### src/rtl/fetch_pkg.sv
// Shared definitions for the instruction fetch stage.
package fetch_pkg;

  localparam int unsigned INST_W = 32;
  localparam int unsigned PC_INC = 4;
  localparam logic [INST_W-1:0] NOP_INST = 32'h0;

  // PC width of the canonical fetch entry (matches the default PC_W of fetch_unit).
  localparam int unsigned ENTRY_PC_W = 32;

  // One buffered instruction together with the address it was fetched from.
  typedef struct packed {
    logic [INST_W-1:0]     inst;
    logic [ENTRY_PC_W-1:0] pc;
  } fetch_entry_t;

endpackage

### src/rtl/fetch_fifo.sv
// Synchronous FIFO for fetched instructions. Flush wins over push and pop.
// Depth must be a power of two so the pointers wrap naturally.
module fetch_fifo #(
  parameter int unsigned Width = 64,
  parameter int unsigned Depth = 2
) (
  input  logic                       clk_i,
  input  logic                       rst_i,
  input  logic                       flush_i,
  input  logic                       push_i,
  input  logic [Width-1:0]           wdata_i,
  input  logic                       pop_i,
  output logic [Width-1:0]           rdata_o,
  output logic [$clog2(Depth):0]     count_o,
  output logic                       empty_o,
  output logic                       full_o
);

  localparam int unsigned PtrW = $clog2(Depth);

  logic [Width-1:0] mem_q [Depth];
  logic [PtrW-1:0]  wr_ptr_q, wr_ptr_d;
  logic [PtrW-1:0]  rd_ptr_q, rd_ptr_d;
  logic [PtrW:0]    count_q, count_d;
  logic             do_push, do_pop;

  // A push into a full FIFO is allowed only when the head leaves in the same cycle.
  always_comb begin
    do_pop  = pop_i && !empty_o;
    do_push = push_i && (!full_o || do_pop);
  end

  // Pointer and occupancy next state; flush empties the FIFO regardless of push/pop.
  always_comb begin
    wr_ptr_d = wr_ptr_q;
    rd_ptr_d = rd_ptr_q;
    count_d  = count_q;
    if (flush_i) begin
      wr_ptr_d = '0;
      rd_ptr_d = '0;
      count_d  = '0;
    end else begin
      if (do_push) wr_ptr_d = wr_ptr_q + PtrW'(1);
      if (do_pop)  rd_ptr_d = rd_ptr_q + PtrW'(1);
      case ({do_push, do_pop})
        2'b10:   count_d = count_q + (PtrW+1)'(1);
        2'b01:   count_d = count_q - (PtrW+1)'(1);
        default: count_d = count_q;
      endcase
    end
  end

  // Pointer and occupancy registers.
  always_ff @(posedge clk_i) begin
    if (rst_i) begin
      wr_ptr_q <= '0;
      rd_ptr_q <= '0;
      count_q  <= '0;
    end else begin
      wr_ptr_q <= wr_ptr_d;
      rd_ptr_q <= rd_ptr_d;
      count_q  <= count_d;
    end
  end

  // Storage needs no reset; occupancy decides what is valid.
  always_ff @(posedge clk_i) begin
    if (do_push && !flush_i && !rst_i) begin
      mem_q[wr_ptr_q] <= wdata_i;
    end
  end

  // Status and head-of-queue outputs.
  always_comb begin
    rdata_o = mem_q[rd_ptr_q];
    count_o = count_q;
    empty_o = (count_q == '0);
    full_o  = (count_q == (PtrW+1)'(Depth));
  end

endmodule

### src/rtl/fetch_unit.sv
// Instruction fetch stage: PC generation, credit-limited memory requests, an
// instruction buffer towards the decoder, and redirect handling that discards
// wrong-path instructions both buffered and still in flight.
// Optional build macro FETCH_PERF_CNT_EN adds perf_fetched / perf_dropped counters.
module fetch_unit
  import fetch_pkg::*;
#(
  parameter int unsigned     PC_W      = 32,
  parameter int unsigned     BUF_DEPTH = 2,
  parameter logic [PC_W-1:0] RESET_PC  = '0
) (
  input  logic              clk,
  input  logic              reset,
  output logic              imem_req_valid,
  input  logic              imem_req_ready,
  output logic [PC_W-1:0]   imem_req_addr,
  input  logic              imem_rsp_valid,
  input  logic [INST_W-1:0] imem_rsp_data,
  output logic              inst_valid,
  input  logic              inst_ready,
  output logic [INST_W-1:0] inst,
  output logic [PC_W-1:0]   inst_pc,
  input  logic              redirect_valid,
  input  logic [PC_W-1:0]   redirect_pc,
  input  logic              stall
`ifdef FETCH_PERF_CNT_EN
  ,
  output logic [31:0]       perf_fetched,
  output logic [31:0]       perf_dropped
`endif
);

  localparam int unsigned      CntW     = $clog2(BUF_DEPTH) + 1;
  localparam int unsigned      EntryW   = INST_W + PC_W;
  localparam logic [CntW:0]    DepthVal = (CntW+1)'(BUF_DEPTH);
  localparam logic [PC_W-1:0]  PcInc    = PC_W'(PC_INC);

  logic [PC_W-1:0]   pc_q, pc_d;
  logic [PC_W-1:0]   rsp_pc_q, rsp_pc_d;
  logic [CntW-1:0]   outstanding_q, outstanding_d;
  logic [CntW-1:0]   drop_cnt_q, drop_cnt_d;
  logic [PC_W-1:0]   redirect_pc_aligned;

  logic [CntW-1:0]   fifo_count;
  logic              fifo_empty, fifo_full;
  logic [EntryW-1:0] fifo_wdata, fifo_rdata;

  logic              credit_ok;
  logic              req_fire;
  logic              rsp_drop;
  logic              push, pop;

  // Request credit counts in-flight requests (stale ones included) plus buffered
  // entries, so every response is guaranteed a FIFO slot.
  always_comb begin
    redirect_pc_aligned = redirect_pc & ~PC_W'(3);
    credit_ok      = ((CntW+1)'(outstanding_q) + (CntW+1)'(fifo_count) < DepthVal) && !fifo_full;
    imem_req_valid = !reset && !stall && !redirect_valid && credit_ok;
    imem_req_addr  = pc_q;
    req_fire       = imem_req_valid && imem_req_ready;
    // A response is wrong-path if older than a redirect, including one arriving with it.
    rsp_drop       = imem_rsp_valid && ((drop_cnt_q != '0) || redirect_valid);
    push           = imem_rsp_valid && !rsp_drop && !reset;
    pop            = inst_valid && inst_ready && !redirect_valid;
    fifo_wdata     = {imem_rsp_data, rsp_pc_q};
  end

  // Decoder-facing outputs are forced to zero while empty or in reset.
  always_comb begin
    inst_valid = !reset && !fifo_empty;
    inst       = NOP_INST;
    inst_pc    = '0;
    if (inst_valid) begin
      inst    = fifo_rdata[EntryW-1:PC_W];
      inst_pc = fifo_rdata[PC_W-1:0];
    end
  end

  // PC, response PC and in-flight bookkeeping.
  always_comb begin
    pc_d          = pc_q;
    rsp_pc_d      = rsp_pc_q;
    outstanding_d = outstanding_q;
    drop_cnt_d    = drop_cnt_q;

    if (req_fire) pc_d = pc_q + PcInc;
    if (push)     rsp_pc_d = rsp_pc_q + PcInc;

    case ({req_fire, imem_rsp_valid})
      2'b10:   outstanding_d = outstanding_q + CntW'(1);
      2'b01:   outstanding_d = outstanding_q - CntW'(1);
      default: outstanding_d = outstanding_q;
    endcase

    if (redirect_valid) begin
      pc_d     = redirect_pc_aligned;
      rsp_pc_d = redirect_pc_aligned;
      // Everything still in flight after this cycle is wrong-path; drop_cnt never
      // exceeds outstanding, so this also covers any drop already pending.
      drop_cnt_d = outstanding_q - CntW'(imem_rsp_valid);
    end else if (rsp_drop) begin
      drop_cnt_d = drop_cnt_q - CntW'(1);
    end
  end

  // Fetch state registers.
  always_ff @(posedge clk) begin
    if (reset) begin
      pc_q          <= RESET_PC;
      rsp_pc_q      <= RESET_PC;
      outstanding_q <= '0;
      drop_cnt_q    <= '0;
    end else begin
      pc_q          <= pc_d;
      rsp_pc_q      <= rsp_pc_d;
      outstanding_q <= outstanding_d;
      drop_cnt_q    <= drop_cnt_d;
    end
  end

  fetch_fifo #(
    .Width (EntryW),
    .Depth (BUF_DEPTH)
  ) u_fifo (
    .clk_i   (clk),
    .rst_i   (reset),
    .flush_i (redirect_valid),
    .push_i  (push),
    .wdata_i (fifo_wdata),
    .pop_i   (pop),
    .rdata_o (fifo_rdata),
    .count_o (fifo_count),
    .empty_o (fifo_empty),
    .full_o  (fifo_full)
  );

`ifdef FETCH_PERF_CNT_EN
  logic [31:0] perf_fetched_q;
  logic [31:0] perf_dropped_q;
  logic [31:0] drop_inc;

  // Discards this cycle: a wrong-path response plus whatever a redirect flushes.
  always_comb begin
    drop_inc = 32'(rsp_drop) + (redirect_valid ? 32'(fifo_count) : 32'd0);
  end

  // Performance counters, free-running and wrapping.
  always_ff @(posedge clk) begin
    if (reset) begin
      perf_fetched_q <= '0;
      perf_dropped_q <= '0;
    end else begin
      perf_fetched_q <= perf_fetched_q + 32'(pop);
      perf_dropped_q <= perf_dropped_q + drop_inc;
    end
  end

  assign perf_fetched = perf_fetched_q;
  assign perf_dropped = perf_dropped_q;
`endif

endmodule

### config.mk
export PLATFORM = sky130hd
export DESIGN_NAME = fetch_unit
export DESIGN_NICKNAME = d
export VERILOG_FILES = /design/src/rtl/fetch_pkg.sv /design/src/rtl/fetch_fifo.sv /design/src/rtl/fetch_unit.sv
export SDC_FILE = /design/constraint.sdc
export NUM_CORES = 1
export LEC_CHECK = 0
export BUFFER_PORTS_ARGS = -buffer_cell sky130_fd_sc_hd__buf_2
export CAP_MARGIN = 10
export CORE_UTILIZATION = 54
export CTS_BUF_LIST = sky130_fd_sc_hd__clkbuf_4 sky130_fd_sc_hd__clkbuf_8
export DETAILED_ROUTE_END_ITERATION = 8
export HOLD_SLACK_MARGIN = 0.03
export MAX_ROUTING_LAYER = met4
export PLACE_DENSITY = 0.82
export SETUP_SLACK_MARGIN = 0.4
export SLEW_MARGIN = 20
export SYNTH_ARGS = -nofsm -noshare
export SYNTH_HDL_FRONTEND = slang
export SYNTH_SLANG_ARGS = --single-unit
### constraint.sdc
create_clock -name clk -period 4.9 [get_ports clk]
set_input_delay 0.49 -clock clk [delete_from_list [all_inputs] [get_ports clk]]
set_output_delay 0.49 -clock clk [all_outputs]
set_load 0.01 [all_outputs]
==> Word level (Yosys, flattened, before mapping) <==
Memories as Yosys holds them, arrays and structs flattened. A register that Yosys moved wholly into a read port is not among the register bits.
Index checks and enable logic that the tools add are counted.
{ "classes": {"add_sub_neg": 11, "order_cmp": 1, "eq_ne": 5, "muxes": 14, "n_reduce_logical": 31} }
{ "op_table": {"columns": ["cell", "n"], "rows": [
  ["2-to-1 mux 32 bit", 6],
  ["adder 32 x 3 -> 32 bit, second input constant", 2],
  ["logical AND 1 bit", 15],
  ["nonzero test 2 bit", 6],
  ["one-hot mux 2 bit (2 select lines)", 2],
  ["== test 2 bit, second input constant", 3],
  ["zero test 1 bit", 6],
  ["subtractor 2 x 1 -> 2 bit, second input constant", 3],
  ["adder 2 x 1 -> 2 bit, second input constant", 2],
  ["== test 2 x 1 -> 1 bit, second input constant", 2],
  ["2-to-1 mux 1 bit", 4],
  ["2-to-1 mux 2 bit", 2],
  ["adder 2 x 2 -> 3 bit", 1],
  ["less-than comparator 3 x 2 -> 1 bit, second input constant", 1],
  ["adder 1 bit, second input constant", 2],
  ["zero test 2 bit", 1],
  ["logical OR 1 bit", 2],
  ["OR reduction 2 bit", 1],
  ["subtractor 2 x 1 -> 2 bit", 1]
]} }
{ "word_totals": {"register_bits": 72, "ramBits": 128, "output_inout_bits": 98, "elab_cells": 72, "n_memories": 1} }
{ "memory_table": {"columns": ["memory", "depth", "width", "rd", "rd_ports_with_merged_regs", "wr", "line", "source"], "rows": [
  ["u_fifo.mem_q", 2, 64, 1, 1, 1, "fetch_fifo.sv:21", "logic [Width-1:0] mem_q [Depth];"]
]} }

==> Depth between registers and ports, before layout <==
Gate-level depths: netlist (run 1).
{ "depth": {"word_depth": 12, "depth_mapped": 11, "mapped_depth_nobuf": 9} }

==> Hierarchy <==
A second synthesis (run 1) with hierarchy kept.
{ "hier_totals": {"cells_unflattened": 745, "hier_area_um2": 9086.2} }
{ "by_module_without_submodules": {"columns": ["mod", "instances", "cells_each", "area_per_inst_um2", "seq_area_each_um2"], "rows": [
  ["fetch_fifo", 1, 228, 4902.2, 3943.8],
  ["fetch_unit", 1, 517, 4184.0, 1281.2]
]} }

==> Least setup slack after synthesis (run 1) <==
OpenSTA, ideal clock, no wires.
{ "synth_timing": {"path_kind": "input port to flip-flop", "start": "input redirect_valid", "end": "memory u_fifo.mem_q[0][10], enable pin", "setup_time_ps": 482, "arrival_time_ps": 3853, "t_required_ps": 4418, "path_slack_ps": 564, "stages": 6, "cell_sequence": "buf_6 or2_1 buf_6 nor2_1 o21ai_0 nor2_1"} }
{ "synth_via": {"elab_chain_cells": 10, "elab_cells_between_ends": 14} }
{ "synth_rtl": {"columns": ["element", "line", "source"], "rows": [
  ["from (decl)", "fetch_unit.sv:23", "input logic redirect_valid,"],
  ["logical OR 1 bit", "fetch_unit.sv:62", "rsp_drop = imem_rsp_valid && ((drop_cnt_q != '0) || redirect_valid);"],
  ["logical AND 1 bit", "fetch_unit.sv:62", null],
  ["zero test 1 bit", "fetch_unit.sv:63", "push = imem_rsp_valid && !rsp_drop && !reset;"],
  ["logical AND 1 bit (2 in a row)", "fetch_unit.sv:63", null],
  ["logical AND 1 bit", "fetch_fifo.sv:30", "do_push = push_i && (!full_o || do_pop);"],
  ["logical AND 1 bit (*) (2 in a row)", "fetch_fifo.sv:68", "if (do_push && !flush_i && !rst_i) begin"],
  ["2-to-1 mux 1 bit (*)", "fetch_fifo.sv:68", null],
  ["2-to-1 mux 1 bit (implied by the code) (*)", "fetch_fifo.sv:69", "mem_q[wr_ptr_q] <= wdata_i;"],
  ["to (decl)", "fetch_fifo.sv:21", null]
]} }
Mark *: on every way between the ends. The rest lies on a longest branch, timed or not.

==> Worst setup path after layout (run 1) <==
{ "layout_timing": {"start": "register u_fifo.count_q[0], in the netlist u_fifo.count_o[0]", "end": "register pc_q[28], in the netlist imem_req_addr[28]"} }
{ "layout_via": {"elab_chain_cells": 6, "elab_cells_between_ends": 8} }
{ "layout_rtl": {"columns": ["element", "line", "source"], "rows": [
  ["from (decl)", "fetch_fifo.sv:24", "logic [PtrW:0] count_q, count_d;"],
  ["from (signal assigned)", "fetch_fifo.sv:62", "count_q <= count_d;"],
  ["adder 2 x 2 -> 3 bit / == test 2 bit (equally long branches)", "fetch_unit.sv:57, fetch_fifo.sv:78", null],
  ["less-than comparator 3 x 2 -> 1 bit / zero test 1 bit (equally long branches)", "fetch_unit.sv:57", "credit_ok = ((CntW+1)'(outstanding_q) + (CntW+1)'(fifo_count) < DepthVal) && !fifo_full;"],
  ["logical AND 1 bit (*)", "fetch_unit.sv:57", null],
  ["logical AND 1 bit (*)", "fetch_unit.sv:58", "imem_req_valid = !reset && !stall && !redirect_valid && credit_ok;"],
  ["logical AND 1 bit (*)", "fetch_unit.sv:60", "req_fire = imem_req_valid && imem_req_ready;"],
  ["nonzero test 2 bit (no line) (*)", null, null],
  ["to (signal assigned)", "fetch_unit.sv:114", "pc_q <= pc_d;"],
  ["to (decl)", "fetch_unit.sv:38", "logic [PC_W-1:0] pc_q, pc_d;"]
]} }
Marked as above.
A chain may end at the register's enable or synchronous reset.

==> results.md, run 1 <==
- Worst Path Required: 5.29 ns
- Wire length per cell: 16.21 um
- Total number of vias: 6,308
- Pre-antenna DRT Iters: 5
- Beginning of the worst hold path: imem_rsp_data[4]
- CP Max Fanout: 12
- Relative slew slack: 27.17%
- Final TNS setup: 0 ns
- Post-synthesis cell type count: 54
- Post-route DRC: 0
- Inserted Clock Buffers: 17
- Synth area leader: edfxtp_1
- Sequential share of the synthesized area: 60.15%
- Synth Cell Area: 8487 um^2
- WHS Endpoint: u_fifo.mem_q[0][36]$_DFFE_PP_
- Antenna violations before repair: 0
- WL met3: 1268 um
- Fin. max-slew vios: 0
- Top layer in use: met4
- Synth Warn #: 0
- Largest net degree at the start of global routing: 64
- Peak VDD IR: 0.1655 mV
- FF-to-FF path depth: 7
- Worst Path Class, Setup: register to register
- Clock transition at path regs: 0.10 ns
- R2r endpoint: imem_req_addr[28]$_SDFFE_PP0P_
- Worst setup SP type: register
- Hold-critical path depth: 1
- Syn avg cell area: 11.32 um^2
- Final setup vio count: 0
- Simple-gate share of the synthesized area: 15.47%
- Final worst slack: 1.646 ns
- Leak: 3.556 nW
- Final GP Congestion: 0.8443
- Clock sink total: 193
- Max Fclk: 0.3074 GHz
- Die X: 127.4 um
- Status: completed
- Pwr/cell area: 312.5 nW/um^2
- Port bufs: 162
- Largest family of logic cells by synthesized area: simple AND/OR/NAND/NOR gates
- CTS tree: done
- DP Worst Slack: 1.725 ns
- Post-synth EDFFs: 124
- Synth async-reset ratio: 0%
- Core Util, Final: 64.49%
- Reg2reg setup slack: 1.65 ns
- Crit end category: register
- Area delta synth->final: 15.94%
- DR vias/cell: 5.627
- Die H: 127.4 um
- Initial Util: 55.62%
- Global-route wire length before repair: 28,600 um
- Row count: 45
- HP Class: input port to register
- Dominant synthesized flop cell: edfxtp_1
- Max-Cap Viols: 0
- RSZ-0062 raised after global routing: false
- Later-pin clock latency in the skew report: 0.47 ns
- Hold buffer count at cts: 0
- Ports: 169
- Drt initial violations: 397
- Post-route met1 wirelength: 8059 um
- Xor-xnor portion of the synthesized cell area: 3.509%
- Die ar.: 16,220 um^2
- Clock Skew: 0.01300 ns
- Vias in the first global route: 5,790
- Most frequent cells in the layout: buf_2, edfxtp_1, nor2_1
- CTS resizes: 0
- #FFs+latches synth: 193
- Bufs on Longest Clock Path: 2
- Core Area: 15,260 um^2
- Synth Area in Compound Gates: 8.610%
- Post-Synth Adder-Cell Area: 1.120%
- Commonest non-fill, non-tap cell in the layout: buf_2
- Met2 WL: 8553 um
- H-tree depth: 4
- Ant diodes: 0
- Worst R2R Start: u_fifo.count_o[0]$_SDFFE_PP0P_
- Root Driver: clkbuf_8
- Layout cells sized above 1: 23.19%
- Routed WL: 18,170 um
- Gate Count Post-Synth: 750
- GRT overflow: 0
- Min Clock Period, post-route: 3.254 ns
- Post-synth top area share: 43.87%
- Final period utilization: 66.40%
- Multiplexer share of the synthesized area: 7.917%
- Arr. time, crit path: 3.65 ns
- Global Route Usage Sum: 23.59%
- Post-route ant nets: 0
- Leading post-synthesis cells by cell area: edfxtp_1, dfxtp_1, mux2i_1
- Worst-Margin Slew: 1.092 ns
- Postcts setup bufs: 0
- DP HPWL: 12,060 um
- Nets: 975
- Hold Violations, Final: 0
==> kinds of logic (layout without fill, tap and decap cells) <==
family,Yosys count,after routing
DFF,193,193
muxes,67,67
AOI/OAI and AO/OA,114,114
other,1,4
buffers and inverters,61,218
adders and majority gates,7,7
xor gates and xnor gates,34,34
and+or+nand+nor,273,273
==> metal layers <==
layer | up-vias | GRT usage (%)
met2 | 241 | 37.77
met1 | 3012 | 30.31
met3 | 24 | 4.439
met4 | 0 | 7.913
met5 | - | -
li1 | 3031 | -
==> cells in the mapped netlist (3+ instances only) <==
library cell and count:
a211oi_1 16, a21boi_0 5, a21oi_1 25, a311oi_1 4, a31oi_1 17, and2_1 5
and3_1 7, and4_1 6, buf_1 5, buf_2 3, buf_4 4, buf_6 3
clkbuf_1 29, dfxtp_1 69, edfxtp_1 124, ha_1 6, inv_1 15, mux2i_1 66
nand2_1 47, nand2b_1 3, nand3_1 28, nand4_1 19, nor2_1 113, nor3_1 11
nor4_1 6, o211ai_1 6, o21ai_0 20, o21ai_1 3, o21bai_1 5, o311ai_0 3
or3_1 12, or4_1 5, xnor2_1 25, xor2_1 9
==> through the flow <==
step                      cell area, um^2  power (mW)  hold WS [ns]  instances
after global routing                 9839       3.192        0.1748       1121
after global placement               9449       2.080        0.4774       1089
after detailed placement             9449       2.092        0.4926       1089
final                                9839       3.074        0.2095       1121
after CTS                            9839       3.093        0.1818       1121
after floorplan                      8498       1.996        0.4465        753
==> where the power goes <==
group	leakage, nW	internal (mW)	switching (mW)
Combinational	1.66	0.0910	0.126
Sequential	1.71	1.78	0.0560
Clock	0.191	0.459	0.558
Total	3.56	2.33	0.740
==> critical path: stages, from the launching register on <==
cell     delay [ns]
dfxtp_1        0.49
and2_1         0.19
fa_1           0.43
nor4b_1        0.29
and3_1         0.48
nand4_1        0.50
or4_1          0.64
a31oi_1        0.17
==> worst max-delay path by stage <==
stage                              startpoint                        endpoint  slack [ns]  cells after the start
6_report       u_fifo.count_o[0]$_SDFFE_PP0P_  imem_req_addr[28]$_SDFFE_PP0P_        1.65                      7
5_1_grt        u_fifo.count_o[0]$_SDFFE_PP0P_  imem_req_addr[30]$_SDFFE_PP0P_        1.50                      7
3_5_place_dp                            reset  imem_req_addr[28]$_SDFFE_PP0P_        1.72                      6
2_1_floorplan                  redirect_valid   u_fifo.mem_q[0][10]$_DFFE_PP_        0.56                      6
4_1_cts        u_fifo.count_o[0]$_SDFFE_PP0P_  imem_req_addr[28]$_SDFFE_PP0P_        1.69                      7
3_3_place_gp                            reset  imem_req_addr[30]$_SDFFE_PP0P_        1.76                      6
==> state kept, by name, summed over array words and instances (netlist names), named ones only <==
| signal | count |
|---|---|
| drop_cnt_q | 2 |
| imem_req_addr | 30 |
| outstanding_q | 2 |
| rsp_pc_q | 30 |
| u_fifo.count_o | 2 |
| u_fifo.mem_q | 124 |
| u_fifo.rd_ptr_q | 1 |
| u_fifo.wr_ptr_q | 1 |
==> final cells by class <==
type,count,area [um^2]
Timing Repair Buffer,169,863.3
Sequential cell,193,5109
Clock buffer,17,234.0
Multi-Input combinational cell,499,3149
Clock inverter,15,156.4
Inverter,17,63.81
Tap cell,211,264.0
Fill cell,1185,5419
(Power assumes the default switching activity.)
==> run 2: changes to the inputs <==
--- a/config.mk
+++ b/config.mk
@@ -7,12 +7,12 @@
 export LEC_CHECK = 0
 export BUFFER_PORTS_ARGS = -buffer_cell sky130_fd_sc_hd__buf_2
 export CAP_MARGIN = 10
-export CORE_UTILIZATION = 54
+export CORE_UTILIZATION = 52
 export CTS_BUF_LIST = sky130_fd_sc_hd__clkbuf_4 sky130_fd_sc_hd__clkbuf_8
 export DETAILED_ROUTE_END_ITERATION = 8
 export HOLD_SLACK_MARGIN = 0.03
 export MAX_ROUTING_LAYER = met4
-export PLACE_DENSITY = 0.82
+export PLACE_DENSITY = 0.83
 export SETUP_SLACK_MARGIN = 0.4
 export SLEW_MARGIN = 20
 export SYNTH_ARGS = -nofsm -noshare
==> constraint.sdc (replaced) <==
create_clock -name clk -period 2.95 [get_ports clk]
set_input_delay 0.295 -clock clk [delete_from_list [all_inputs] [get_ports clk]]
set_output_delay 0.295 -clock clk [all_outputs]
set_load 0.01 [all_outputs]
==> results.md, run 2 (synthesis gave the netlist of run 1 again) <==
- WP buf/inv: 1
- Crit end category: register
- Pwr/cell area: 488.7 nW/um^2
- Die H: 129.8 um
- Inserted Clock Buffers: 17
- Global-route wire length before repair: 30,150 um
- Global Route Usage Sum: 24.30%
- Arr. time, crit path: 3.01 ns
- Wire length per cell: 16.68 um
- R2r endpoint: imem_req_addr[28]$_SDFFE_PP0P_
- Final period utilization: 88.76%
- RSZ-0062 raised after global routing: true
- DP HPWL: 12,800 um
- Largest net degree at the start of global routing: 37
- Ant diodes: 0
- Clock Skew: 0.01593 ns
- Hold Slack: 0.09924 ns
- Largest Register: u_fifo.mem_q
- Number of flip-flops in the largest register: 124
- Antenna violations before repair: 0
- Port bufs: 162
- Worst Path Class, Setup: register to register
- Final TNS setup: 0 ns
- WHS Endpoint: rsp_pc_q[2]$_SDFFE_PP0P_
- Commonest non-fill, non-tap cell in the layout: buf_2
- Overall power: 5.098 mW
- Clock transition at path regs: 0.10 ns
- Hold-critical path depth: 3
- FF-to-FF path depth: 8
- Die X: 129.8 um
- CP Max Fanout: 8
- Max-Cap Viols: 0
- Vias in the first global route: 6,030
- Min Clock Period, post-route: 2.618 ns
- Initial Util: 53.43%
- Drt initial violations: 397
- Later-pin clock latency in the skew report: 0.47 ns
- Die ar.: 16,840 um^2
- DP Worst Slack: 0.1912 ns
- Ports: 169
- Bufs on Longest Clock Path: 2
- H-tree depth: 4
- Reg2reg setup slack: 0.33 ns
- Slowest cell on crit path: fa_1
- Post-route ant nets: 0
- Total number of vias: 6,510
- Most frequent cells in the layout: buf_2, edfxtp_1, nor2_1
- Fill cells: 1,207
- Leak: 3.801 nW
- Slowest stage delay, CP: 0.50 ns
- Placed cell areas: 9622 um^2
- Worst R2R Start: outstanding_q[0]$_SDFFE_PP0P_
- Clock sink total: 193
- DR vias/cell: 5.522
- Area delta synth->final: 22.90%
- Final setup vio count: 0
- Core Area: 15,890 um^2
- Hold Violations, Final: 0
- HP Class: input port to register
- Pre-antenna DRT Iters: 5
- Nets: 1,028
- Post-route DRC: 0
- Post-route cell area: 10,430 um^2
- Max Fclk: 0.3819 GHz
- Relative slew slack: 48.68%
- Worst Path Required: 3.34 ns
- Layout cells sized above 1: 25.13%
- Row count: 46
- GRT overflow: 0
- Peak VDD IR: 0.3388 mV
- Fin. max-slew vios: 0
- Status: completed
- Final worst slack: 0.3316 ns
- Routed WL: 19,670 um
- Beginning of the worst hold path: redirect_pc[2]
- Worst-Margin Slew: 0.7639 ns
- Root Driver: clkbuf_8
- Cell family with most CP delay: simple AND/OR/NAND/NOR gates
- CP cell instances: and2_1 > fa_1 > nor4b_2 > and3_4 > nand4_1 > buf_6 > or4_1 > a31oi_1
- Final GP Congestion: 0.8980
- CTS tree: done
- Worst setup SP type: register
==> run 2: worst max path at each step <==
stage,from,endpoint,cells past startpoint
2_1_floorplan,redirect_valid,u_fifo.mem_q[1][10]$_DFFE_PP_,6
3_3_place_gp,u_fifo.count_o[0]$_SDFFE_PP0P_,imem_req_addr[30]$_SDFFE_PP0P_,7
3_5_place_dp,outstanding_q[0]$_SDFFE_PP0P_,imem_req_addr[30]$_SDFFE_PP0P_,7
4_1_cts,outstanding_q[0]$_SDFFE_PP0P_,imem_req_addr[28]$_SDFFE_PP0P_,8
5_1_grt,outstanding_q[0]$_SDFFE_PP0P_,imem_req_addr[30]$_SDFFE_PP0P_,8
6_report,outstanding_q[0]$_SDFFE_PP0P_,imem_req_addr[28]$_SDFFE_PP0P_,8
==> run 2: routing by layer <==
layer	track usage [%]	wire, um
met5	-	0
met4	9.781	337
met3	4.715	1421
met2	38.50	9467
met1	30.81	8443
==> run 2: worst register-to-register path, cell delays in order, from the launching register on <==
cell and delay (ns):
dfxtp_4 0.37, and2_1 0.17, fa_1 0.50, nor4b_2 0.29
and3_4 0.27, nand4_1 0.11, buf_6 0.16, or4_1 0.49
a31oi_1 0.17
==> run 2: final cells by class <==
cell class / count / area, um^2 / area share, %
tap: 216 / 270.3 / 2.591
timing repair buffer: 221 / 1400 / 13.42
sequential: 193 / 5117 / 49.06
multi-input combinational: 500 / 3202 / 30.70
clock inverter: 12 / 111.4 / 1.068
clock buffer: 20 / 262.8 / 2.519
inverter: 17 / 66.31 / 0.6358
==> run 2: power breakdown <==
group | switching (mW) | internal, mW | leakage [nW]
clock network | 0.903 | 0.711 | 0.175
registers | 0.0943 | 2.96 | 1.71
logic | 0.227 | 0.200 | 1.92
==> run 2: timing repair <==
| action | 4_1_cts | 5_1_grt |
|---|---|---|
| setup endpoints to repair | 26 | 46 |
| endpoints found under the hold margin | 64 | 0 |
| resized for setup | 5 | 8 |
| pin swaps | 3 | 6 |
| setup buffers | 4 | 4 |
| hold buffers | 32 | 0 |
| gates cloned | 1 | 0 |
==> run 2: stage by stage <==
stage,util (%),std cells
floorplan,-,753
global placement,60.57,1106
detailed placement,60.57,1106
CTS,65.26,1175
global route,65.66,1179
finish,65.66,1179
==> run 3: changes to the inputs <==
--- a/config.mk
+++ b/config.mk
@@ -13,7 +13,7 @@
 export HOLD_SLACK_MARGIN = 0.03
 export MAX_ROUTING_LAYER = met4
 export PLACE_DENSITY = 0.83
-export SETUP_SLACK_MARGIN = 0.4
+export SETUP_SLACK_MARGIN = 0.1
 export SLEW_MARGIN = 20
 export SYNTH_ARGS = -nofsm -noshare
 export SYNTH_HDL_FRONTEND = slang
==> results.md, run 3 (synthesis gave the netlist of run 1 again) <==
- Crit end category: register
- Post-route DRC: 0
- Bufs on Longest Clock Path: 2
- Overall power: 5.069 mW
- Hold Violations, Final: 0
- Worst-Margin Slew: 1.092 ns
- Pwr/cell area: 491.8 nW/um^2
- Final period utilization: 89.61%
- Final TNS setup: 0 ns
- Ports: 169
- Post-route ant nets: 0
- Layout cells sized above 1: 23.79%
- H-tree depth: 4
- Die H: 129.8 um
- Largest Register: u_fifo.mem_q
- Commonest non-fill, non-tap cell in the layout: buf_2
- Worst Path Required: 3.34 ns
- Row count: 46
- Drt initial violations: 355
- Hold Slack: 0.07531 ns
- Antenna violations before repair: 1
- Global Route Usage Sum: 23.21%
- Final GP Congestion: 0.9021
- Postcts setup bufs: 0
- Later-pin clock latency in the skew report: 0.46 ns
- Max Fclk: 0.3783 GHz
- CP Max Fanout: 12
- GRT overflow: 0
- CP cell instances: and2_1 > fa_1 > nor4b_1 > and3_2 > nand4_1 > buf_4 > or4_1 > a31oi_1
- Leak: 3.750 nW
- Clock transition at path regs: 0.10 ns
- Root Driver: clkbuf_8
- Largest net degree at the start of global routing: 46
- Placed cell areas: 9608 um^2
- Fill cells: 1,231
- Initial Util: 53.43%
- Routed WL: 18,890 um
- Core Util, Final: 64.89%
- Dpl cells: 1,106
- Die X: 129.8 um
- Final setup vio count: 0
- Pre-antenna DRT Iters: 5
- Total number of vias: 6,470
- Post-route insts no fill: 1,171
- Min Clock Period, post-route: 2.644 ns
- Nets: 1,019
- Reg area: 5110 um^2
- Fin. max-slew vios: 0
- CTS tree: done
- Post-route cell area: 10,310 um^2
- Peak VDD IR: 0.2456 mV
- RSZ-0062 raised after global routing: false
- Slowest cell on crit path: or4_1
- DP HPWL: 12,680 um
- Worst Path Class, Setup: register to register
- Multi-input gate area: 3151 um^2
- Slowest stage delay, CP: 0.50 ns
- Global-route wire length before repair: 28,830 um
- Core Area: 15,890 um^2
- Max-Cap Viols: 0
- DP Worst Slack: 0.1727 ns
- Relative slew slack: 27.02%
- Wire length per cell: 16.13 um
- Inserted Clock Buffers: 17
- Clock Skew: 0.01450 ns
- Arr. time, crit path: 3.04 ns
- Port bufs: 162
- Worst setup SP type: register
- Final worst slack: 0.3065 ns
- Clock sink total: 193
- Vias in the first global route: 5,796
- HP Class: input port to register
- Status: completed
- Number of flip-flops in the largest register: 124
- DR vias/cell: 5.525
- Area delta synth->final: 21.45%
- Die ar.: 16,840 um^2
- Most frequent cells in the layout: buf_2, edfxtp_1, nor2_1
==> run 3: path summary, 6_finish.rpt <==
kind / from / end / slack [ns] / depth (start not counted)
max reg2reg: outstanding_q[0]$_SDFFE_PP0P_ / imem_req_addr[30]$_SDFFE_PP0P_ / 0.31 / 8
min: redirect_pc[31] / rsp_pc_q[31]$_SDFFE_PP0P_ / 0.08 / 3
min reg2reg: imem_req_addr[31]$_SDFFE_PP0P_ / imem_req_addr[31]$_SDFFE_PP0P_ / 0.50 / 1
max: outstanding_q[0]$_SDFFE_PP0P_ / imem_req_addr[30]$_SDFFE_PP0P_ / 0.31 / 8
==> run 3: worst max-delay path, delay by kind of cell (launching register included) <==
kind	cells	cell delay, ns
buf+inv	1	0.19
fa+ha+maj	1	0.43
compound gates	1	0.16
simple gates	5	1.37
flops	1	0.41
==> run 3: cell type report <==
cell class / count / share of cell area, %
Multi-Input combinational cell: 499 / 30.57
Clock inverter: 14 / 1.287
Sequential cell: 193 / 49.58
Inverter: 17 / 0.6191
Clock buffer: 18 / 2.343
Antenna cell: 1 / 0.02428
Timing Repair Buffer: 213 / 12.96
Tap cell: 216 / 2.622
==> run 3: per-layer routing <==
| metal | share of wire (%) | vias up | track usage, % |
|---|---|---|---|
| met5 | 0 | - | - |
| met4 | 2.2 | 0 | 9.234 |
| met3 | 7.6 | 30 | 4.879 |
| met2 | 48 | 236 | 37.78 |
| met1 | 42 | 3072 | 28.34 |
| li1 | - | 3132 | - |
==> run 3: power by group <==
| group | internal [mW] | total, mW | switching [mW] | leakage, nW |
|---|---|---|---|---|
| combinational | 0.188 | 0.406 | 0.218 | 1.87 |
| sequential | 2.96 | 3.06 | 0.0938 | 1.71 |
| clock | 0.688 | 1.61 | 0.918 | 0.177 |
==> run 3: timing repair <==
action	CTS	global route
resized for setup	0	2
endpoints found under the setup margin	0	3
endpoints found under the hold margin	64	0
hold buffers	32	0
